**src/rtl/uart_tx_scheduler.sv**
```systemverilog
// Round-robin scheduler that multiplexes several one-deep byte mailboxes onto a
// single uart_tx, sending each mailbox as a {4'hA, src_id} header plus payload.
module uart_tx_scheduler #(
   parameter int NUM_SRC     = 3,
   parameter int ACK_TIMEOUT = 16
) (
   input  logic                   clock,
   input  logic                   reset,
   input  logic [NUM_SRC-1:0]     src_valid,
   input  logic [8*NUM_SRC-1:0]   src_data,
   output logic [NUM_SRC-1:0]     src_pending,
   input  logic                   tx_busy,
   output logic                   tx_start,
   output logic [7:0]             tx_data,
   output logic                   sched_busy,
   output logic                   frame_done,
   output logic [NUM_SRC-1:0]     overwrite,
   output logic                   ack_error
);

   localparam int PTR_W = (NUM_SRC > 1) ? $clog2(NUM_SRC) : 1;
   localparam int CNT_W = $clog2(ACK_TIMEOUT + 1);

   typedef enum logic [2:0] {
      IDLE    = 3'd0,
      H_START = 3'd1,
      H_ACK   = 3'd2,
      H_DONE  = 3'd3,
      P_START = 3'd4,
      P_ACK   = 3'd5,
      P_DONE  = 3'd6
   } state_t;

   state_t             state;
   state_t             state_next;

   logic [7:0]         mailbox [NUM_SRC];
   logic [7:0]         frame_data;
   logic [PTR_W-1:0]   rr_ptr;
   logic [PTR_W-1:0]   rr_next;
   logic [PTR_W-1:0]   grant;
   logic               grant_found;
   logic               grant_fire;
   logic               ack_timeout;
   logic               load_payload;
   logic [CNT_W-1:0]   ack_cnt;

   function automatic logic [PTR_W-1:0] wrap_idx(input int base, input int off);
      int s;
      s = base + off;
      if (s >= NUM_SRC) s = s - NUM_SRC;
      return PTR_W'(s);
   endfunction

   // First pending mailbox at or after rr_ptr, searching cyclically.
   always_comb begin
      grant       = '0;
      grant_found = 1'b0;
      for (int k = 0; k < NUM_SRC; k++) begin
         if (!grant_found && src_pending[wrap_idx(int'(rr_ptr), k)]) begin
            grant       = wrap_idx(int'(rr_ptr), k);
            grant_found = 1'b1;
         end
      end
   end

   assign rr_next    = (grant == PTR_W'(NUM_SRC - 1)) ? '0 : grant + 1'b1;
   assign sched_busy = (state != IDLE);

   always_ff @(posedge clock) begin
      if (reset) state <= IDLE;
      else       state <= state_next;
   end

   always_comb begin
      state_next   = state;
      tx_start     = 1'b0;
      frame_done   = 1'b0;
      grant_fire   = 1'b0;
      ack_timeout  = 1'b0;
      load_payload = 1'b0;
      case (state)
         IDLE: begin
            if (!tx_busy && grant_found) begin
               grant_fire = 1'b1;
               state_next = H_START;
            end
         end
         H_START: begin
            tx_start   = 1'b1;
            state_next = H_ACK;
         end
         H_ACK: begin
            if (tx_busy) begin
               state_next = H_DONE;
            end else if (ack_cnt == CNT_W'(ACK_TIMEOUT - 1)) begin
               ack_timeout = 1'b1;
               state_next  = IDLE;
            end
         end
         H_DONE: begin
            if (!tx_busy) begin
               load_payload = 1'b1;
               state_next   = P_START;
            end
         end
         P_START: begin
            tx_start   = 1'b1;
            state_next = P_ACK;
         end
         P_ACK: begin
            if (tx_busy) begin
               state_next = P_DONE;
            end else if (ack_cnt == CNT_W'(ACK_TIMEOUT - 1)) begin
               ack_timeout = 1'b1;
               state_next  = IDLE;
            end
         end
         P_DONE: begin
            if (!tx_busy) begin
               frame_done = 1'b1;
               state_next = IDLE;
            end
         end
         default: state_next = IDLE;
      endcase
   end

   // Mailboxes: a capture in the grant cycle keeps the new byte pending while
   // the frame register takes the old one.
   always_ff @(posedge clock) begin
      if (reset) begin
         src_pending <= '0;
         overwrite   <= '0;
         for (int i = 0; i < NUM_SRC; i++) mailbox[i] <= 8'h00;
      end else begin
         for (int i = 0; i < NUM_SRC; i++) begin
            if (src_valid[i]) begin
               mailbox[i]     <= src_data[8*i +: 8];
               src_pending[i] <= 1'b1;
               if (src_pending[i]) overwrite[i] <= 1'b1;
            end else if (grant_fire && (grant == PTR_W'(i))) begin
               src_pending[i] <= 1'b0;
            end
         end
      end
   end

   always_ff @(posedge clock) begin
      if (reset) begin
         frame_data <= 8'h00;
         tx_data    <= 8'h00;
         rr_ptr     <= '0;
         ack_cnt    <= '0;
         ack_error  <= 1'b0;
      end else begin
         if (grant_fire) begin
            frame_data <= mailbox[grant];
            tx_data    <= {4'hA, 4'(grant)};
            rr_ptr     <= rr_next;
         end
         if (load_payload) tx_data <= frame_data;
         if (state == H_ACK || state == P_ACK) ack_cnt <= ack_cnt + 1'b1;
         else                                  ack_cnt <= '0;
         if (ack_timeout) ack_error <= 1'b1;
      end
   end

endmodule

```
**config.mk**
```make
export PLATFORM = sky130hd
export DESIGN_NAME = uart_tx_scheduler
export DESIGN_NICKNAME = d
export VERILOG_FILES = /design/src/rtl/uart_tx_scheduler.sv
export SDC_FILE = /design/constraint.sdc
export NUM_CORES = 1
export LEC_CHECK = 0
export BUFFER_PORTS_ARGS = -buffer_cell sky130_fd_sc_hd__buf_2
export CORE_ASPECT_RATIO = 2
export CORE_MARGIN = 2
export CORE_UTILIZATION = 60
export CTS_CLUSTER_SIZE = 12
export DETAILED_ROUTE_END_ITERATION = 8
export HOLD_SLACK_MARGIN = 0.06
export PLACE_DENSITY = 0.84
export SYNTH_ARGS = -nofsm -noshare
export SYNTH_HDL_FRONTEND = slang
export SYNTH_SLANG_ARGS = --single-unit
export TNS_END_PERCENT = 100
```
**constraint.sdc**
```tcl
create_clock -name clock -period 4 [get_ports clock]
set_input_delay 0.6 -clock clock [delete_from_list [all_inputs] [get_ports clock]]
set_output_delay 0.6 -clock clock [all_outputs]
set_load 0.02 [all_outputs]
```
; Word level (Yosys, flattened, before mapping)
; Memory sizes are Yosys's and may differ from the RTL's. A register that Yosys moved wholly into a read port is not among the register bits.
; Cells that the tools add are included.
[totals]
ff_bits = 25
latch_bits = 0
ram_bits = 24
romBits = 0
inputBits = 30
word_cells = 119
memories = 1
[memory_table]
columns = name, words, word_bits, read_ports, rd_clocked_by_memory_dff, wr, line
row1 = mailbox, 3, 8, 1, 1, 3, 37  ; logic [7:0] mailbox [NUM_SRC];
[op_classes]
n_addsub = 7
n_mul = 0
div_mod_pow = 0
magnitude_cmp = 6
n_eq_ne = 12
shift = 0
mux = 54
n_bitwise = 4
n_reduce_logical = 24
[ops]
columns = op, n
row1 = $mux 8, 5
row2 = $mux 1, 32
row3 = $pmux 3 s7, 1
row4 = $mux 3, 6
row5 = $mux 2, 7
row6 = $eq 3x3->1 const B, 3
row7 = $lt 2x3->1 const B, 3
row8 = $reduce_bool 2->1, 4
row9 = $bmux 1 s2, 3
row10 = $eq 3x2->1 const B, 2
row11 = $ge 3x2->1 const B, 2
row12 = $logic_and 1x1->1, 6
row13 = $ne 2x2->1 const B, 3
row14 = $reduce_and 2->1, 3
row15 = $reduce_or 2->1, 3
row16 = $sub 2x2->2 const B, 3
row17 = $add 5x1->5 const B, 1
row18 = $eq 5x4->1 const B, 1
row19 = $add 2x1->3 const B, 1
row20 = $add 2x2->3 const B, 1
row21 = $eq 3x1->1 const B, 1
row22 = $logic_not 1->1, 3
row23 = $logic_not 3->1, 1
row24 = $or 1x1->1, 3
row25 = other kinds (9), 9

; Longest topological paths before layout
[depth]
depth_word = 17
depth_mapped = 10
ltp_nobuf = 8

; Least setup slack after synthesis
; No wires, ideal clock.
[synth_path]
path_type = register -> register
from = reg rr_ptr[0]
to = reg src_pending[2]
t_arrival_ps = 2130
required_time_ps = 3868
path_slack_ps = 1737
stages_incl_launch_ff = 10
n_path_buf = 2
period_less_slack_ps = 2263
cell_sequence = dfxtp_1 -> inv_1 -> ha_1 -> clkbuf_8 -> or4b_1 -> and3_4 -> o31a_1 -> buf_2 -> o21ai_1 -> a21oi_1
[synth_between]
elab_chain_len = 16
[synth_rtl]
columns = item, line
row1 = start: declaration, 39  ; logic [PTR_W-1:0] rr_ptr;
row2 = start signal: assignment, 160  ; rr_ptr <= rr_next;
row3 = branches (longest 14 deep; another with $add 2x1->3), -
row4 = $logic_and 1x1->1 (*), 142  ; end else if (grant_fire && (grant == PTR_W'(i))) begin
row5 = $reduce_bool 2->1 (no source line) (*), -
row6 = end signal: assignment, 133  ; src_pending <= '0;
row7 = end signal: indexed assignment, 140  ; src_pending[i] <= 1'b1;
row8 = end signal: indexed assignment, 143  ; src_pending[i] <= 1'b0;
row9 = end: declaration, 11  ; output logic [NUM_SRC-1:0] src_pending,
; Mark *: on every way between the ends. The select of a mux whose other input is x is not followed.
; A chain may end at the register's enable or synchronous reset.

; Worst setup path after layout
[layout_path]
from = reg rr_ptr[0]
to = reg frame_data[5], read port of mailbox
[layout_between]
elab_chain_len = 14
[layout_rtl]
columns = item, line
row1 = branches (longest 14 deep; another with $add 2x1->3), -
row2 = end: declaration, 38  ; logic [7:0] frame_data;
; Several ways; the timed one is not identified. The select of a mux whose other input is x is not followed.

==> flow_summary.yaml <==
cts:
  cts_root_buf: "clkbuf_8"
  cts_hold_buf: 0
  cts_setup_buffers: 0
  cts_resized: 0
  clock_sinks: 57
  clk_pin_slew_worst_paths_ns: 0.06
  htree_levels: 3
  clock_latency_ns: 0.34
  cts_tree: "built"
  cts_made_buffers: 9
  clock_path_buffers: 2
hold_path:
  min_to: "ack_cnt[0]$_SDFF_PP0_"
  hold_depth: 1
  hold_class: "register to register"
  hold_start: "ack_cnt[0]$_SDFF_PP0_"
drt:
  vias_per_cell: 5.606
  drc_errors: 0
  vias: 2108
  ant_nets: 0
  drt_iter0_markers: 34
  wl_mm: 5.330
  firstDrtPassIters: 5
  wire_per_inst_um: 14.18
sta:
  slew_viol_final: 0
  worst_clock_skew_ns: 0.005042
  tightest_slew_ns: 0.9148
  hold_viol: 0
  fin_crit_sh_pct: 65.48
  max_freq_ghz: 0.3818
  final.min_clock_period_ns: 2.619
  setup-tns-final_ns: 0
  slew_headroom_pct: 38.79
  rsz0062_at_grt: "no"
  finalSetupViolations: 0
place:
  port_buffers: 47
  dp_hpwl_mm: 3.978
  place.gp.congestion: 0.9249
die:
  core_area_um2: 4598
  floorplan.die_area_um2: 5329
  top_level_ports: 48
  start_util_pct: 61.71
  chipWidth_um: 52.63
  die_h_um: 101.3
  rows: 35
grt:
  first_global_vias: 2054
  antenna_found_initial: 0
  grt_max_degree: 35
  grt_util_all_layers_pct: 22.87
  grt_pass1_wl_mm: 8.804
  overflow: 0
synth:
  synth_edf_count: 24
  synth_area_per_cell_um2: 10.24
  syn-cell-area_um2: 2838
  yosys_warnings: 0
  yosysSeqAreaShare_pct: 48.68
  netlist_instances: 277
  ys_seq_elements: 57
  syn-num-nets: 313
  synth_cell_types: 56
  async_reset_ff_share_pct: 0
  synth_ff_type: "dfxtp_1"
layout:
  antennaDiodeCount: 0
  drive_above_1_share_pct: 27.41
  area_delta_synth_final_pct: 13.62
  final_cell_mix: "47 x buf_2, 33 x dfxtp_1, 31 x nor2_1"
  num-fill-cells: 395
  layout_commonest_cell: "buf_2"
  finalNetCount: 352
job:
  cap_violations: 0
power_and_ir_drop:
  irDropWorstVdd_uv: 442.5
  p_leak_uw: 0.001256
  powerDensity_nw_per_um2: 604.4
  total_power_uw: 1949
worst_setup_path:
  crit_path_end_kind: "register"
  worstPathArrival_ns: 2.87
  ff2ff_path_depth: 7
  r2r_start: "rr_ptr[0]$_SDFFE_PP0P_"
  critPathRequiredTime_ns: 4.25
  path_class: "register to register"
  startpoint_type: "register"
  r2r_slack_ns: 1.38
  r2r_end: "frame_data[5]$_SDFFE_PP0P_"
  critical_path.max_fanout: 11
outcome:
  outcome: "finished clean"
[power breakdown]
part	internal, uW	switching (uW)	total [uW]
sequential	690	58.3	748
clock	349	223	572
combinational	245	384	629
[worst max-delay path by stage]
stage | from | endpoint | slack (ns) | cells after the start
global route | rr_ptr[1]$_SDFFE_PP0P_ | frame_data[0]$_SDFFE_PP0P_ | 1.19 | 8
detailed placement | rr_ptr[0]$_SDFFE_PP0P_ | frame_data[5]$_SDFFE_PP0P_ | 1.41 | 7
global placement | rr_ptr[0]$_SDFFE_PP0P_ | frame_data[5]$_SDFFE_PP0P_ | 1.45 | 7
floorplan | rr_ptr[0]$_SDFFE_PP0P_ | src_pending[2]$_SDFFE_PP0P_ | 1.74 | 9
CTS | rr_ptr[0]$_SDFFE_PP0P_ | frame_data[5]$_SDFFE_PP0P_ | 1.38 | 7
finish | rr_ptr[0]$_SDFFE_PP0P_ | frame_data[5]$_SDFFE_PP0P_ | 1.38 | 7
[area by class of cell]
type                            instances  area (um2)  share of cell area, %
Multi-Input combinational cell        193        1297                  40.24
Timing Repair Buffer                   47       235.2                  7.295
Clock inverter                          5       80.08                  2.484
Tap cell                               55       68.82                  2.134
Sequential cell                        57        1381                  42.84
Clock buffer                           11       131.4                  4.075
Inverter                                8       30.03                 0.9313
[logic make-up after synthesis]
family | count (synthesis) | synth area share [%]
compound gates | 52 | 15.30
flops | 57 | 48.68
simple gates | 128 | 25.40
xor+xnor | 2 | 0.6174
fa+ha+maj | 6 | 2.645
buf+inv | 27 | 5.600
mux | 5 | 1.764
[per-stage QoR]
step	hold slack (ns)	cell area [um2]	setup WS, ns	std cells	utilization (%)
6_report	0.4494	3224	1.381	376	70.12
5_1_grt	0.4691	3224	1.187	376	70.12
4_1_cts	0.4546	3224	1.383	376	70.12
3_5_place_dp	0.4401	3013	1.407	360	65.52
3_3_place_gp	0.4356	3013	1.447	360	65.52
2_1_floorplan	0.4176	2838	1.737	277	-
[worst max-delay path: stages, from the launching register on]
cell and delay (ns):
dfxtp_1 0.37, inv_1 0.08, ha_1 0.43, or4b_1 0.53
and3_4 0.20, o31ai_4 0.55, a221oi_1 0.12, o31ai_1 0.25
[routing by layer]
metal	track usage, %	part of all wire (%)
met5	0	0
met1	21.09	35
met4	16.17	4.9
met3	4.425	3.6
met2	42.02	56
[state kept, by name, indices dropped and copies added (netlist names)]
| signal | count |
|---|---|
| ack_cnt | 5 |
| ack_error | 1 |
| frame_data | 8 |
| mailbox | 24 |
| overwrite | 3 |
| rr_ptr | 2 |
| src_pending | 3 |
| state | 3 |
| tx_data | 8 |
[synth_stat cells (2+ instances only)]
cell type	count	area (um2)
edfxtp_1	24	720.7
and2_1	25	156.4
nand2_1	14	52.55
a21oi_1	12	60.06
nor3b_1	8	60.06
o21ai_0	6	30.03
mux2i_1	5	50.05
nor2b_1	2	12.51
a211oi_2	7	87.58
nand3_1	8	40.04
a31oi_1	3	18.77
o31ai_2	7	87.58
inv_1	8	30.03
nand3b_1	12	90.09
or2_2	4	25.02
nor2_1	31	116.4
nand2b_1	5	31.28
nor3_1	7	35.03
dfxtp_1	33	660.6
clkbuf_1	10	37.54
buf_4	3	22.52
buf_6	2	22.52
ha_1	6	75.07
clkbuf_8	3	41.29
(Power assumes the default switching activity.)
